<file path="config.mk">
export PLATFORM = sky130hd
export DESIGN_NAME = sha_msg_loader
export DESIGN_NICKNAME = d
export VERILOG_FILES = /design/src/rtl/sha_msg_loader.sv
export SDC_FILE = /design/constraint.sdc
export NUM_CORES = 1
export LEC_CHECK = 0
export ABC_CLOCK_PERIOD_IN_PS = 24300
export BUFFER_PORTS_ARGS = -buffer_cell sky130_fd_sc_hd__buf_2
export CAP_MARGIN = 30
export CORE_UTILIZATION = 30
export DETAILED_ROUTE_END_ITERATION = 7
export PLACE_DENSITY_LB_ADDON = 0.05
export SYNTH_ARGS = -nofsm -noshare
export SYNTH_HDL_FRONTEND = slang
export SYNTH_SLANG_ARGS = --single-unit
</file>
<file path="constraint.sdc">
create_clock -name clock -period 24.3 [get_ports clock]
set_input_delay 4.86 -clock clock [delete_from_list [all_inputs] [get_ports clock]]
set_output_delay 4.86 -clock clock [all_outputs]
set_load 0.05 [all_outputs]
</file>
<file path="src/rtl/sha_msg_loader.sv">
// SHA-256 message front end: debounced buttons collect switch bytes into one
// padded 512-bit block, pulse start to the core, then hold the block until finished.
module sha_msg_loader #(
   parameter int unsigned DEBOUNCE_CYCLES = 1_000_000,
   parameter int unsigned MAX_BYTES       = 55
) (
   input  logic         clock,
   input  logic         reset,
   input  logic [7:0]   sw_data,
   input  logic         btn_load,
   input  logic         btn_go,
   input  logic         btn_clear,
   input  logic         finished,
   output logic [511:0] msg_block,
   output logic         start,
   output logic         busy,
   output logic [5:0]   byte_count,
   output logic         overflow
);

   localparam int unsigned BLOCK_W   = 512;
   localparam int unsigned CNT_W     = 6;
   localparam int unsigned NBTN      = 3;
   localparam int unsigned DB_W      = $clog2(DEBOUNCE_CYCLES + 1);
   localparam int unsigned BTN_LOAD  = 0;
   localparam int unsigned BTN_GO    = 1;
   localparam int unsigned BTN_CLEAR = 2;

   typedef enum logic [2:0] {
      S_COLLECT,
      S_PAD,
      S_START,
      S_WAIT,
      S_DONE
   } state_t;

   state_t                state_q, state_d;
   logic [NBTN-1:0]       btn_raw;
   logic [NBTN-1:0]       sync1, sync2, level, pulse;
   logic [DB_W-1:0]       db_cnt [NBTN];
   logic [BLOCK_W-1:0]    msg_d;
   logic [CNT_W-1:0]      count_d;
   logic                  ovf_d;
   logic                  start_d;
   logic                  busy_d;
   logic [8:0]            wr_lo;

   assign btn_raw = {btn_clear, btn_go, btn_load};

   // Low bit of the byte slot selected by byte_count (byte 0 sits at [511:504]).
   assign wr_lo = 9'(9'd504 - {byte_count, 3'b000});

   // Button synchronisers and debouncers; one pulse per accepted rising level.
   always_ff @(posedge clock or posedge reset) begin
      if (reset) begin
         sync1 <= '0;
         sync2 <= '0;
         level <= '0;
         pulse <= '0;
         for (int i = 0; i < NBTN; i++) db_cnt[i] <= '0;
      end else begin
         sync1 <= btn_raw;
         sync2 <= sync1;
         pulse <= '0;
         for (int i = 0; i < NBTN; i++) begin
            if (sync2[i] == level[i]) begin
               db_cnt[i] <= '0;
            end else if (db_cnt[i] == DB_W'(DEBOUNCE_CYCLES - 1)) begin
               level[i]  <= sync2[i];
               pulse[i]  <= sync2[i];
               db_cnt[i] <= '0;
            end else begin
               db_cnt[i] <= db_cnt[i] + DB_W'(1);
            end
         end
      end
   end

   // State and registered outputs.
   always_ff @(posedge clock or posedge reset) begin
      if (reset) begin
         state_q    <= S_COLLECT;
         msg_block  <= '0;
         byte_count <= '0;
         overflow   <= 1'b0;
         start      <= 1'b0;
         busy       <= 1'b0;
      end else begin
         state_q    <= state_d;
         msg_block  <= msg_d;
         byte_count <= count_d;
         overflow   <= ovf_d;
         start      <= start_d;
         busy       <= busy_d;
      end
   end

   // Next state, block edits and output decode; clear beats go beats load.
   always_comb begin
      state_d = state_q;
      msg_d   = msg_block;
      count_d = byte_count;
      ovf_d   = overflow;
      case (state_q)
         S_COLLECT: begin
            if (pulse[BTN_CLEAR]) begin
               msg_d   = '0;
               count_d = '0;
               ovf_d   = 1'b0;
            end else if (pulse[BTN_GO]) begin
               state_d = S_PAD;
            end else if (pulse[BTN_LOAD]) begin
               if (byte_count < CNT_W'(MAX_BYTES)) begin
                  msg_d[wr_lo +: 8] = sw_data;
                  count_d           = byte_count + CNT_W'(1);
               end else begin
                  ovf_d = 1'b1;
               end
            end
         end
         S_PAD: begin
            msg_d[wr_lo +: 8] = 8'h80;
            msg_d[63:0]       = 64'({byte_count, 3'b000});
            state_d           = S_START;
         end
         S_START: state_d = S_WAIT;
         S_WAIT: begin
            if (finished) state_d = S_DONE;
         end
         S_DONE: begin
            if (pulse[BTN_CLEAR]) begin
               msg_d   = '0;
               count_d = '0;
               ovf_d   = 1'b0;
               state_d = S_COLLECT;
            end
         end
         default: state_d = S_COLLECT;
      endcase
      start_d = (state_d == S_START);
      busy_d  = (state_d == S_PAD) || (state_d == S_START) || (state_d == S_WAIT);
   end

endmodule

</file>
==> impl_metrics.ini <==
[critical_path]
cp.required_ps = 19440
crit_family = flip-flops
crit_path_start_kind = register
cp-end-kind = output pin
critical_path_class = register to output pin
worstPathArrival_ps = 1870
cp_max_fo = 22
r2r_setup_slack_ps = 19170
path_cells = buf_2
slowest_delay_ps = 820
cp.buffers_inverters = 1
cp_slowest_cell = dfrtp_1

[floorplan]
core.rowCount = 105
initial_core_util = 0.3032
die_x_um = 290.1
die_h_um = 290.1
die-area_sq_mm = 0.08415
io_pins = 535
coreArea_sq_mm = 0.08211

[run_status]
status = complete, no violations

[placement]
dp.cells = 3898
port_buffers = 534
hpwl_um = 73720
gp_congestion = 0.8432

[yosys]
synth_cell_types = 71
ys_ff_latch = 596
yosysSeqAreaShare = 0.5990
synth_top_area_frac = 0.5990
synth_edf_count = 0
async_flop_share = 1.000
synth_area_leader_cell = dfrtp_1
synthesis.nets = 2434
avgSynthCellArea_sq_um = 10.32
ys.flop_type = dfrtp_1
syn_inst = 2413
synth_area_sq_mm = 0.02490
yosysWarnings = 0
netlist_top_cells_area = dfrtp_1, nand3_1, o21ai_0

[clock_network]
post_cts_buffers = 0
clkTransAtPathRegs_ps = 60
numClockSinks = 596
htreeDepth = 3
clockBufferDepth = 3
holdBufCountCts = 0
cts_resized = 0
cts_tree = done
clk_latency_ps = 600
numCtsBuffers = 71
cts_root_buf = clkbuf_16

[route]
dr.pass1.iters = 5
ant_nets = 0
wl_per_cell_um = 25.39
vias_per_cell = 5.241
drc = 0
vias = 21090
initialDrtViolationCount = 1576
drt-total-wl_um = 102200

[sta]
finalCritPeriodShare = 0.2770
rsz0062_at_grt = no
slew_headroom = 0.3255
worst_pin_slew_ps = 1012
max_clock_freq_mhz = 148.6
fin_worst_skew_ps = 22.11
setup_viol = 0
hold_violations = 0
tns_ps = 0
final.min_clock_period_ps = 6730
slew_violations = 0

[layout]
syn_to_final_growth_pct = 25.14
drive_gt1_frac = 0.2471
final_cells = 4024
finalNetCount = 2926
n_antenna_cell = 0

[global_routing]
grt-ovfl-total = 0
grt_max_degree = 99
antenna_found_initial = 1
grtUsageTotal = 0.2379
grt_pass1_wl_um = 149300
first_global_vias = 20840

[pwr]
peakVddDrop_mv = 0.03877
p_per_area_mw_per_mm2 = 67.88
leakagePower_nw = 14.26

[run]
cap_violations = 0

[min_path]
min_path_type = register to register
cell families (layout without fill, tap and decap cells):
| logic type | count (synthesis) | after routing | synth area share |
|---|---|---|---|
| simple gates | 958 | 958 | 0.1847 |
| flops | 596 | 596 | 0.5990 |
| compound gates | 538 | 538 | 0.1372 |
| buf+inv | 198 | 739 | 0.03181 |
| xor+xnor | 66 | 66 | 0.02352 |
| mux | 50 | 50 | 0.02025 |
| fa+ha+maj | 7 | 7 | 0.003517 |
flip-flops by register name (all words and copies together), names as in the netlist:
name / count
level: 3
sync2: 3
start: 1
sync1: 3
db_cnt: 60
byte_count: 6
msg_block: 512
overflow: 1
busy: 1
pulse: 3
state_q: 3
metal layers:
metal | GRT usage | vias up | share of wire
met2 | 0.3790 | 670 | 0.46
met5 | 0 | - | 0
met3 | 0.04986 | 155 | 0.061
li1 | - | 9593 | -
met4 | 0.08848 | 0 | 0.035
met1 | 0.3178 | 10670 | 0.44
final timing paths:
check                                               start                    endpoint  cells after the start
worst min register to register         sync1[2]$_DFF_PP0_          sync2[2]$_DFF_PP0_                      0
min in group asynchronous                           reset        db_cnt[31]$_DFF_PP0_                      2
max in group asynchronous                           reset  msg_block[338]$_DFFE_PP0P_                      4
worst max-delay path            byte_count[0]$_DFFE_PP0P_               byte_count[0]                      1
worst max register to register  byte_count[0]$_DFFE_PP0P_  msg_block[231]$_DFFE_PP0P_                      9
worst min-delay path                   sync1[2]$_DFF_PP0_          sync2[2]$_DFF_PP0_                      0
power by group:
group	leakage [nW]	internal [W]	total (W)	switching (W)
Combinational	6.58	0.00000680	0.0000469	0.0000401
Clock	1.14	0.000638	0.00107	0.000433
Sequential	6.53	0.000995	0.000996	0.00000164
Total	14.3	0.00164	0.00211	0.000475
metrics by stage:
stage               setup slack (ps)    util  instance area, sq um  total power [W]  hold slack, ps
floorplan                       2759       -                 24900         0.001039           331.2
global placement               16700  0.3481                 28590         0.001059           336.7
detailed placement             16890  0.3502                 28760         0.001061           336.2
CTS                            17540  0.3784                 31070         0.002142           348.5
global route                   17250  0.3795                 31160         0.002187           362.3
finish                         17570  0.3795                 31160         0.002115           346.3
layout by cell type, fill, tap and decap left out, types with 6 or more instances in the layout:
cell type	synthesis	routed
a21oi_1	41	40
nand2_1	205	204
nand3_1	393	393
and2_1	19	19
a22o_1	62	62
nor3_1	39	38
clkbuf_8	0	15
o31ai_1	57	57
o21ai_0	274	274
clkbuf_16	0	73
a211oi_1	11	11
nand4_1	18	18
mux2i_1	47	47
inv_1	32	31
buf_2	24	535
nand2b_1	6	6
o21a_1	9	9
clkinv_2	0	10
o2bb2ai_1	21	21
dfrtp_1	596	596
nor2b_1	13	13
xor2_1	31	31
a221oi_1	7	6
ha_1	7	7
o41ai_1	7	7
nor2_1	187	184
buf_4	1	41
xnor2_1	34	32
buf_16	0	7
a31oi_1	11	11
nor4_1	8	8
clkbuf_1	129	17
a311oi_1	9	9
and3_1	21	21
or3_1	8	8
cells in the mapped netlist, types with 6 or more instances:
master	count
and2_1	19
o21ai_0	274
ha_1	7
a21oi_1	41
or3_1	8
a211oi_1	11
o31ai_1	57
and3_1	21
nor2b_1	13
dfrtp_1	596
nand4_1	18
a22o_1	62
a221oi_1	7
o21a_1	9
nor2_1	187
clkbuf_1	129
nor3_1	39
xor2_1	31
buf_2	24
buf_1	9
a311oi_1	9
inv_1	32
xnor2_1	34
mux2i_1	47
o41ai_1	7
nor4_1	8
a31oi_1	11
nand2b_1	6
o2bb2ai_1	21
nand3_1	393
nand2_1	205
layout make-up:
cell class | count | area [sq um]
Clock inverter | 17 | 211.5
Fill cell | 8268 | 50950
Multi-Input combinational cell | 1619 | 9266
Inverter | 33 | 131.4
Sequential cell | 596 | 14910
Timing Repair Buffer | 584 | 3198
Tap cell | 1070 | 1339
Clock buffer | 105 | 2097
Note: power is estimated with default switching activity, not from simulation.
